## config.mk

```make
export PLATFORM = sky130hd
export DESIGN_NAME = arb_rr_digit
export DESIGN_NICKNAME = d
export VERILOG_FILES = /design/src/rtl/arb_pkg.sv /design/src/rtl/rr_pick.sv /design/src/rtl/arb_rr_digit.sv
export SDC_FILE = /design/constraint.sdc
export NUM_CORES = 1
export LEC_CHECK = 0
export ABC_AREA = 1
export CAP_MARGIN = 20
export CORE_MARGIN = 5
export CORE_UTILIZATION = 60
export CTS_BUF_LIST = sky130_fd_sc_hd__clkbuf_16
export CTS_CLUSTER_SIZE = 30
export DETAILED_ROUTE_END_ITERATION = 10
export DONT_BUFFER_PORTS = 1
export GPL_TIMING_DRIVEN = 0
export PLACE_DENSITY = 0.83
export SKIP_CTS_REPAIR_TIMING = 1
export SLEW_MARGIN = 20
export SYNTH_ARGS = -nofsm -noshare
export SYNTH_HDL_FRONTEND = slang
export SYNTH_SLANG_ARGS = --single-unit
```

## constraint.sdc

```tcl
create_clock -name clk -period 3.3 [get_ports clk]
set_input_delay 0.33 -clock clk [delete_from_list [all_inputs] [get_ports clk]]
set_output_delay 0.33 -clock clk [all_outputs]
set_load 0.05 [all_outputs]
```

## src/rtl/arb_pkg.sv

```systemverilog
// Shared types for the round-robin digit-unit arbiter.
// Error logic in arb_rr_digit is compiled in only when ARB_ERR_EN is defined.
package arb_pkg;

    typedef enum logic {
        IDLE = 1'b0,
        HOLD = 1'b1
    } arb_state_t;

    localparam logic [1:0] ERR_NONE = 2'd0;
    localparam logic [1:0] ERR_LANE = 2'd1;
    localparam logic [1:0] ERR_SPUR = 2'd2;
    localparam logic [1:0] ERR_TMO  = 2'd3;

endpackage

```

## src/rtl/rr_pick.sv

```systemverilog
// Combinational rotate-priority picker: first set request at or above ptr,
// wrapping around to lane 0.
module rr_pick #(
    parameter int unsigned N = 4,
    parameter int unsigned W = $clog2(N)
) (
    input  logic [N-1:0] req,
    input  logic [W-1:0] ptr,
    output logic [N-1:0] pick,
    output logic [W-1:0] pick_id,
    output logic         any
);

    always_comb begin : pick_loop
        int unsigned idx;
        idx     = 0;
        pick    = '0;
        pick_id = '0;
        any     = 1'b0;
        for (int unsigned i = 0; i < N; i++) begin
            idx = 32'(ptr) + i;
            if (idx >= N) idx = idx - N;
            if (!any && req[W'(idx)]) begin
                any            = 1'b1;
                pick[W'(idx)]  = 1'b1;
                pick_id        = W'(idx);
            end
        end
    end

endmodule

```

## src/rtl/arb_rr_digit.sv

```systemverilog
// Round-robin arbiter sharing one digit-validation unit between N lanes.
// Define ARB_ERR_EN to build the sticky error reporting; otherwise err/err_code are 0.
module arb_rr_digit
    import arb_pkg::*;
#(
    parameter int unsigned N        = 4,
    parameter int unsigned HOLD_MAX = 15
) (
    input  logic                 clk,
    input  logic                 reset,
    input  logic [N-1:0]         req,
    input  logic [N-1:0]         req_err,
    input  logic                 done,
    input  logic                 err_clr,
    output logic [N-1:0]         grant,
    output logic                 grant_valid,
    output logic [$clog2(N)-1:0] grant_id,
    output logic                 busy,
    output logic                 err,
    output logic [1:0]           err_code
);

    localparam int unsigned W  = $clog2(N);
    localparam int unsigned CW = $clog2(HOLD_MAX + 1);
    localparam logic [CW-1:0] CNT_MAX = CW'(HOLD_MAX);
    localparam logic [W-1:0]  LAST_ID = W'(N - 1);

    arb_state_t     r_state, w_state_nx;
    logic [N-1:0]   r_grant, w_grant_nx;
    logic [W-1:0]   r_grant_id, w_grant_id_nx;
    logic [W-1:0]   r_ptr, w_ptr_nx;
    logic [CW-1:0]  r_cnt, w_cnt_nx;

    logic [N-1:0]   w_pick;
    logic [W-1:0]   w_pick_id;
    logic           w_any;
    logic           w_at_max;

    rr_pick #(.N(N), .W(W)) u_pick (
        .req     (req),
        .ptr     (r_ptr),
        .pick    (w_pick),
        .pick_id (w_pick_id),
        .any     (w_any)
    );

    assign w_at_max = (r_cnt == CNT_MAX);

    always_ff @(posedge clk or posedge reset) begin
        if (reset) begin
            r_state    <= IDLE;
            r_grant    <= '0;
            r_grant_id <= '0;
            r_ptr      <= '0;
            r_cnt      <= '0;
        end else begin
            r_state    <= w_state_nx;
            r_grant    <= w_grant_nx;
            r_grant_id <= w_grant_id_nx;
            r_ptr      <= w_ptr_nx;
            r_cnt      <= w_cnt_nx;
        end
    end

    always_comb begin
        w_state_nx    = r_state;
        w_grant_nx    = r_grant;
        w_grant_id_nx = r_grant_id;
        w_ptr_nx      = r_ptr;
        w_cnt_nx      = r_cnt;
        case (r_state)
            IDLE: begin
                if (w_any) begin
                    w_state_nx    = HOLD;
                    w_grant_nx    = w_pick;
                    w_grant_id_nx = w_pick_id;
                    w_cnt_nx      = '0;
                end
            end
            HOLD: begin
                // Timeout release is identical to done, error reporting aside.
                if (done || w_at_max) begin
                    w_state_nx    = IDLE;
                    w_grant_nx    = '0;
                    w_grant_id_nx = '0;
                    w_ptr_nx      = (r_grant_id == LAST_ID) ? '0 : r_grant_id + 1'b1;
                end else if (!w_at_max) begin
                    w_cnt_nx = r_cnt + 1'b1;
                end
            end
            default: w_state_nx = IDLE;
        endcase
    end

    assign grant       = r_grant;
    assign grant_valid = |r_grant;
    assign grant_id    = r_grant_id;
    assign busy        = (r_state == HOLD);

`ifdef ARB_ERR_EN
    logic       r_err;
    logic [1:0] r_err_code;
    logic [1:0] w_new_code;
    logic       w_tmo, w_lane, w_spur;

    assign w_tmo  = (r_state == HOLD) && w_at_max && !done;
    assign w_lane = (r_state == HOLD) && req_err[r_grant_id];
    assign w_spur = (r_state == IDLE) && done;

    always_comb begin
        w_new_code = ERR_NONE;
        if (w_tmo)       w_new_code = ERR_TMO;
        else if (w_lane) w_new_code = ERR_LANE;
        else if (w_spur) w_new_code = ERR_SPUR;
    end

    // First error is kept; a new error in the same cycle as err_clr is captured.
    always_ff @(posedge clk or posedge reset) begin
        if (reset) begin
            r_err      <= 1'b0;
            r_err_code <= ERR_NONE;
        end else if ((w_new_code != ERR_NONE) && (!r_err || err_clr)) begin
            r_err      <= 1'b1;
            r_err_code <= w_new_code;
        end else if (err_clr) begin
            r_err      <= 1'b0;
            r_err_code <= ERR_NONE;
        end
    end

    assign err      = r_err;
    assign err_code = r_err_code;
`else
    logic w_unused_err;
    assign w_unused_err = ^{req_err, err_clr};
    assign err          = 1'b0;
    assign err_code     = ERR_NONE;
`endif

endmodule

```

Yosys cells after proc, flatten, opt, wreduce, memory -nomap -nowiden

Cells that the tools add are included.

$add $sub $neg: 9
Magnitude comparators: 12
Equality and inequality tests: 6
Multiplexer cells: 46
Bitwise operators: 4
Reductions and logical operators: 15

Operator list:

| kind                | number |
|---|---|
| $mux 4              | 9 |
| $mux 2              | 11 |
| $pmux 4 s2          | 2 |
| $mux 1              | 14 |
| $lt 2x3->1 const B  | 4 |
| $or 4x4->4          | 3 |
| $ge 3x3->1 const B  | 3 |
| $bmux 1 s2          | 4 |
| $demux 1 s2         | 4 |
| $ge 2x1->1 const B  | 4 |
| $sub 2x1->2 const B | 4 |
| $logic_and 1x1->1   | 7 |
| $add 2x2->3 const B | 2 |
| $add 4x1->4 const B | 1 |
| $eq 4x4->1 const B  | 1 |
| $ne 2x1->1 const B  | 2 |
| $ne 2x2->1 const B  | 2 |
| $pmux 2 s2          | 1 |
| $reduce_and 2->1    | 2 |
| $reduce_or 4->1     | 1 |
| $add 2x1->3 const B | 1 |
| $ge 2x3->1 const B  | 1 |
| $logic_not 1->1     | 3 |
| $reduce_and 3->1    | 1 |
| other kinds (5)     | 5 |

Register bits: 13
Bits of input ports: 12
Output and inout bits: 11
Logic and storage cells: 97

Depth between registers and ports, before layout

Depth after elaboration: 16
Gate-level depth with buffers: 12
Mapped depth without buffers: 11

Modules after synthesis

A second synthesis with hierarchy kept.

Cell total of the unflattened synthesis: 151
Area total of the unflattened synthesis: 1097.3 um^2

By module, submodules not included:

| module       | times used | cells each | area an instance (um^2) | seq. area each (um^2) |
|---|---|---|---|---|
| arb_rr_digit | 1          | 77         | 656.9                   | 325.3 |
| rr_pick      | 1          | 74         | 440.4                   | 0.0 |

Worst setup path after synthesis

OpenSTA, ideal clock, no wires.

Path type: register to register
From: register r_ptr[0]
To: register r_grant_id[1] (netlist: grant_id[1])
Setup time: 0.118 ns
Arrival time: 1.629 ns
Required time: 3.182 ns
Setup slack: 1.553 ns
Cell stages (with the launch flop): 13
Path buffers: 1
Period minus slack after synthesis: 1.747 ns
Path through: dfrtp_1 inv_2 ha_1 inv_1 nand2_1 nand2_1 nor2_4 nand3_2 nand2_2 buf_6 nor2_1 nand2_1 nand2_1

Longest elaborated chain between the ends: 16
Elaborated cells on any way between the ends: 41
Classes of those cells: add/sub: 7; order compare: 4; eq/ne: 1; mux: 22; reduce/logical: 7

Ends and longest elaborated chain:

| what                                                 | line               | text |
|---|---|---|
| start: declaration                                   | arb_rr_digit.sv:31 | `logic [W-1:0] r_ptr, w_ptr_nx;` |
| start signal: assignment                             | arb_rr_digit.sv:60 | `r_ptr <= w_ptr_nx;` |
| branches (longest 16 deep; another with $add 2x1->3) | n/a                |  |
| end signal: assignment                               | arb_rr_digit.sv:59 | `r_grant_id <= w_grant_id_nx;` |
| end: declaration                                     | arb_rr_digit.sv:30 | `logic [W-1:0] r_grant_id, w_grant_id_nx;` |

Parallel ways; which one is timed is not known. The select of a mux whose other input is x is not followed.
A chain may end at the register's enable or synchronous reset.

Worst setup path in the final report

From: register r_ptr[0]
To: register r_grant_id[0] (netlist: grant_id[0])

The elaborated chain is that of the path after synthesis.

==> implementation parameters <==
Parameter                              Value

Run status
  Status    finished with violations
  Violated checks    negative hold slack

Routing
  Initial detailed-routing violation count    26
  Detailed-route wire length    2362 µm
  Via-per-instance ratio    5.565
  Routed via count    985
  DRC violations left    0
  Count of antenna-violating nets left after detailed routing    0
  Wirelength per Cell    13.34 µm
  First-pass DRT Iterations    4

Layout
  Number of fill cells in the layout    146
  Cell area after layout    1185 µm²
  Fraction of layout cells with a size suffix above 1    13.16%
  Multi-input gate area    663.1 µm²
  Sequential Area    325.3 µm²
  Final standard cell utilization of the core    69.38%
  Number of standard cells in the final layout excluding fillers    177
  Net count of the finished layout    175
  Area added between synthesis and finish    11.02%
  Count of antenna diodes in the layout    0

STA
  Unrepaired setup endpoints after global routing    no
  Relative slew margins    63.20%
  Setup slack after layout    1.184 ns
  Clk_skew    0.001489 ns
  Final count of hold timing violations    13
  Final worst hold slack    -0.002680 ns
  Final setup violation count    0
  Highest clock frequency the design can meet    472.7 MHz
  Final period util    64.11%
  Aggregate negative setup slack    0 ns
  Min Clock Period, post-route    2.116 ns
  Measured slew at the worst slew-check pin    0.5520 ns
  Number of pins with negative max-slew slack in the final report    0

Synth
  Post-synthesis simple-gate area fraction    40.91%
  Warnings from Yosys    0
  Post-synthesis cell area    1067 µm²
  Syn Area/Cell    7.310 µm²
  Fraction of the mapped netlist area in compound gates    7.620%
  Post-synthesis adder-cell area fraction    11.72%
  Count of different cell masters after synthesis    25
  Proportion of synthesized area in mux cells    0%
  Flip-flop and latch count after synthesis    13
  Sequential share of the synthesized area    30.48%
  Xor/xnor cell area share of the yosys netlist    0.8206%
  Dominant combinational cell family by area after synthesis    simple AND/OR/NAND/NOR gates
  Mapped Cells    146

Place
  Setup slack at placement    1.227 ns
  HPWL after DPL    1760 µm
  Count of input and output buffers    0
  RePlAce Congestion    0.8538
  Placed Instances    173
  Placed inst area    1106 µm²

Floorplan
  Starting utilization of the core area    62.49%
  Core Region    1708 µm²
  Die Footprint    2722 µm²
  Die height    52.18 µm
  Std-Cell Rows    15
  Horizontal die dimension    52.18 µm
  Number of top-level pins    23

GRT
  Number of global-route vias before repair    950
  Met3 track demand over resource    5.983%
  Met1 GRT Util    25.98%
  Antenna violations before repair    0
  First-pass GRT wire length    4126 µm
  Largest net degree at the start of global routing    14
  GRT Max-Usage Layer    met2
  Met2 Resource Use GR    33.89%
  GRT Total Usage    20.50%
  Grt ovf    0

CTS
  H-tree levels    1
  CTS tree    done
  Buffer depth of the longest clock path    2
  CTS sink count    13
  TritonCTS Buffers    3
  Root buffer selected by CTS    sky130_fd_sc_hd__clkbuf_16
  Clock latency at the later pin of the worst-skew pair    0.24 ns
  Clock transition at the registers of the reported paths    0.04 ns

Worst setup path
  Worst reg2reg endpoint    grant_id[0]
  Worst-path cell with the longest stage delay    sky130_fd_sc_hd__dfrtp_1
  CP max stage delay    0.56 ns
  Required time worst endpoint    3.43 ns
  Cell class contributing the biggest share of worst-path delay    simple AND/OR/NAND/NOR gates
  Data arrival, critical path    2.24 ns
  Most prevalent standard cell on the critical path    sky130_fd_sc_hd__nand2_1
  R2r worst-path depth    10
  Critical Path, Cell by Cell    inv_2 > ha_1 > inv_1 > nand3_1 > nand2_1 > nor2_1 > nand3b_1 > nand2_1 > nand2_1 > nand2_1
  Total buffers and inverters traversed by the critical path    2
  Maximum fanout along the worst path    11
  Kind of capture point of the worst setup path    flop
  Setup Crit Path Kind    flop to flop
  Critical register-to-register path startpoint    r_ptr[0]
  Critical Path Start    r_ptr[0]
  FF-to-FF setup slack    1.18 ns
  Type of element launching the critical path    flop

Power
  Peak supply drop    0.7432 mV
  PnR Total Power    1.420 mW
  Power density over the cells    1199 nW/µm²
  Leakage power figure    0.6433 nW

Hold path
  Min-Delay Path Class    input port to asynchronous set/reset pin

Run
  Max-capacitance violation count    0
[cells by family after synthesis]
group,after synthesis
compound gates,13
xor+xnor,1
other cells,1
fa+ha+maj,10
flops,13
buf+inv,17
simple gates,91
[synth_stat cells (all sizes together)]
| cell | count | share of area (%) |
|---|---|---|
| a21boi | 4 | 2.8 |
| a21oi | 5 | 2.3 |
| a31o | 1 | 0.82 |
| buf | 5 | 3.9 |
| conb | 1 | 0.35 |
| dfrtp | 13 | 30 |
| ha | 10 | 12 |
| inv | 12 | 4.2 |
| nand2 | 49 | 19 |
| nand3 | 27 | 14 |
| nand3b | 1 | 0.70 |
| nand4 | 4 | 2.3 |
| nor2 | 8 | 3.5 |
| nor3b | 1 | 0.70 |
| o21ai | 2 | 0.94 |
| o31ai | 1 | 0.70 |
| or4 | 1 | 0.70 |
| xnor2 | 1 | 0.82 |
[flip-flops by register name (all words and copies together), names as in the netlist]
signal and cells:
grant_id 2, grant 4, r_ptr 2, busy 1, r_cnt 4
[where the power goes]
group | internal (mW) | total, mW | switching, mW
Sequential | 0.214 | 0.395 | 0.180
Combinational | 0.263 | 0.803 | 0.540
Clock | 0.159 | 0.222 | 0.0631
[layout make-up]
cell class	count	share of cell area [%]
multi-input cells	118	55.97
flip-flops and latches	13	27.46
clock buffers	3	6.336
inverters	12	3.801
plain buffers	5	3.485
well taps	25	2.640
clock inverters	1	0.3168
[worst reg2reg max path, cell delays in order, from the launching register on]
cell                       delay [ns]
sky130_fd_sc_hd__dfrtp_1         0.56
sky130_fd_sc_hd__inv_2           0.18
sky130_fd_sc_hd__ha_1            0.39
sky130_fd_sc_hd__inv_1           0.08
sky130_fd_sc_hd__nand3_1         0.08
sky130_fd_sc_hd__nand2_1         0.06
sky130_fd_sc_hd__nor2_1          0.33
sky130_fd_sc_hd__nand3b_1        0.16
sky130_fd_sc_hd__nand2_1         0.06
sky130_fd_sc_hd__nand2_1         0.05
sky130_fd_sc_hd__nand2_1         0.04
[layout by cell type (no fill, tap or decap), types with 2 or more instances in the layout]
cell type,instances
sky130_fd_sc_hd__buf_4,4
sky130_fd_sc_hd__nand3_1,25
sky130_fd_sc_hd__a21boi_0,4
sky130_fd_sc_hd__dfrtp_1,13
sky130_fd_sc_hd__nand2_1,42
sky130_fd_sc_hd__ha_1,10
sky130_fd_sc_hd__clkbuf_16,3
sky130_fd_sc_hd__conb_1,3
sky130_fd_sc_hd__nand2_2,6
sky130_fd_sc_hd__nand3_2,2
sky130_fd_sc_hd__inv_1,12
sky130_fd_sc_hd__a21oi_1,5
sky130_fd_sc_hd__nor2_1,7
sky130_fd_sc_hd__nand4_1,4
[layer usage]
| metal | wire, µm | vias up | part of all wire, % |
|---|---|---|---|
| met5 | 0 | - | 0 |
| met4 | 21 | 0 | 0.89 |
| met3 | 183 | 4 | 7.7 |
| met2 | 1168 | 34 | 49 |
| met1 | 988 | 459 | 42 |
| li1 | - | 488 | - |
[worst max-delay path by stage]
stage	endpoint	slack, ns	cells past startpoint
global route	grant[3]	0.99	10
CTS	grant_id[0]	1.22	10
floorplan	grant_id[1]	1.55	12
detailed placement	grant_id[0]	1.23	10
global placement	grant_id[0]	1.28	10
finish	grant_id[0]	1.18	10
Note: power is estimated with default switching activity, not from simulation.
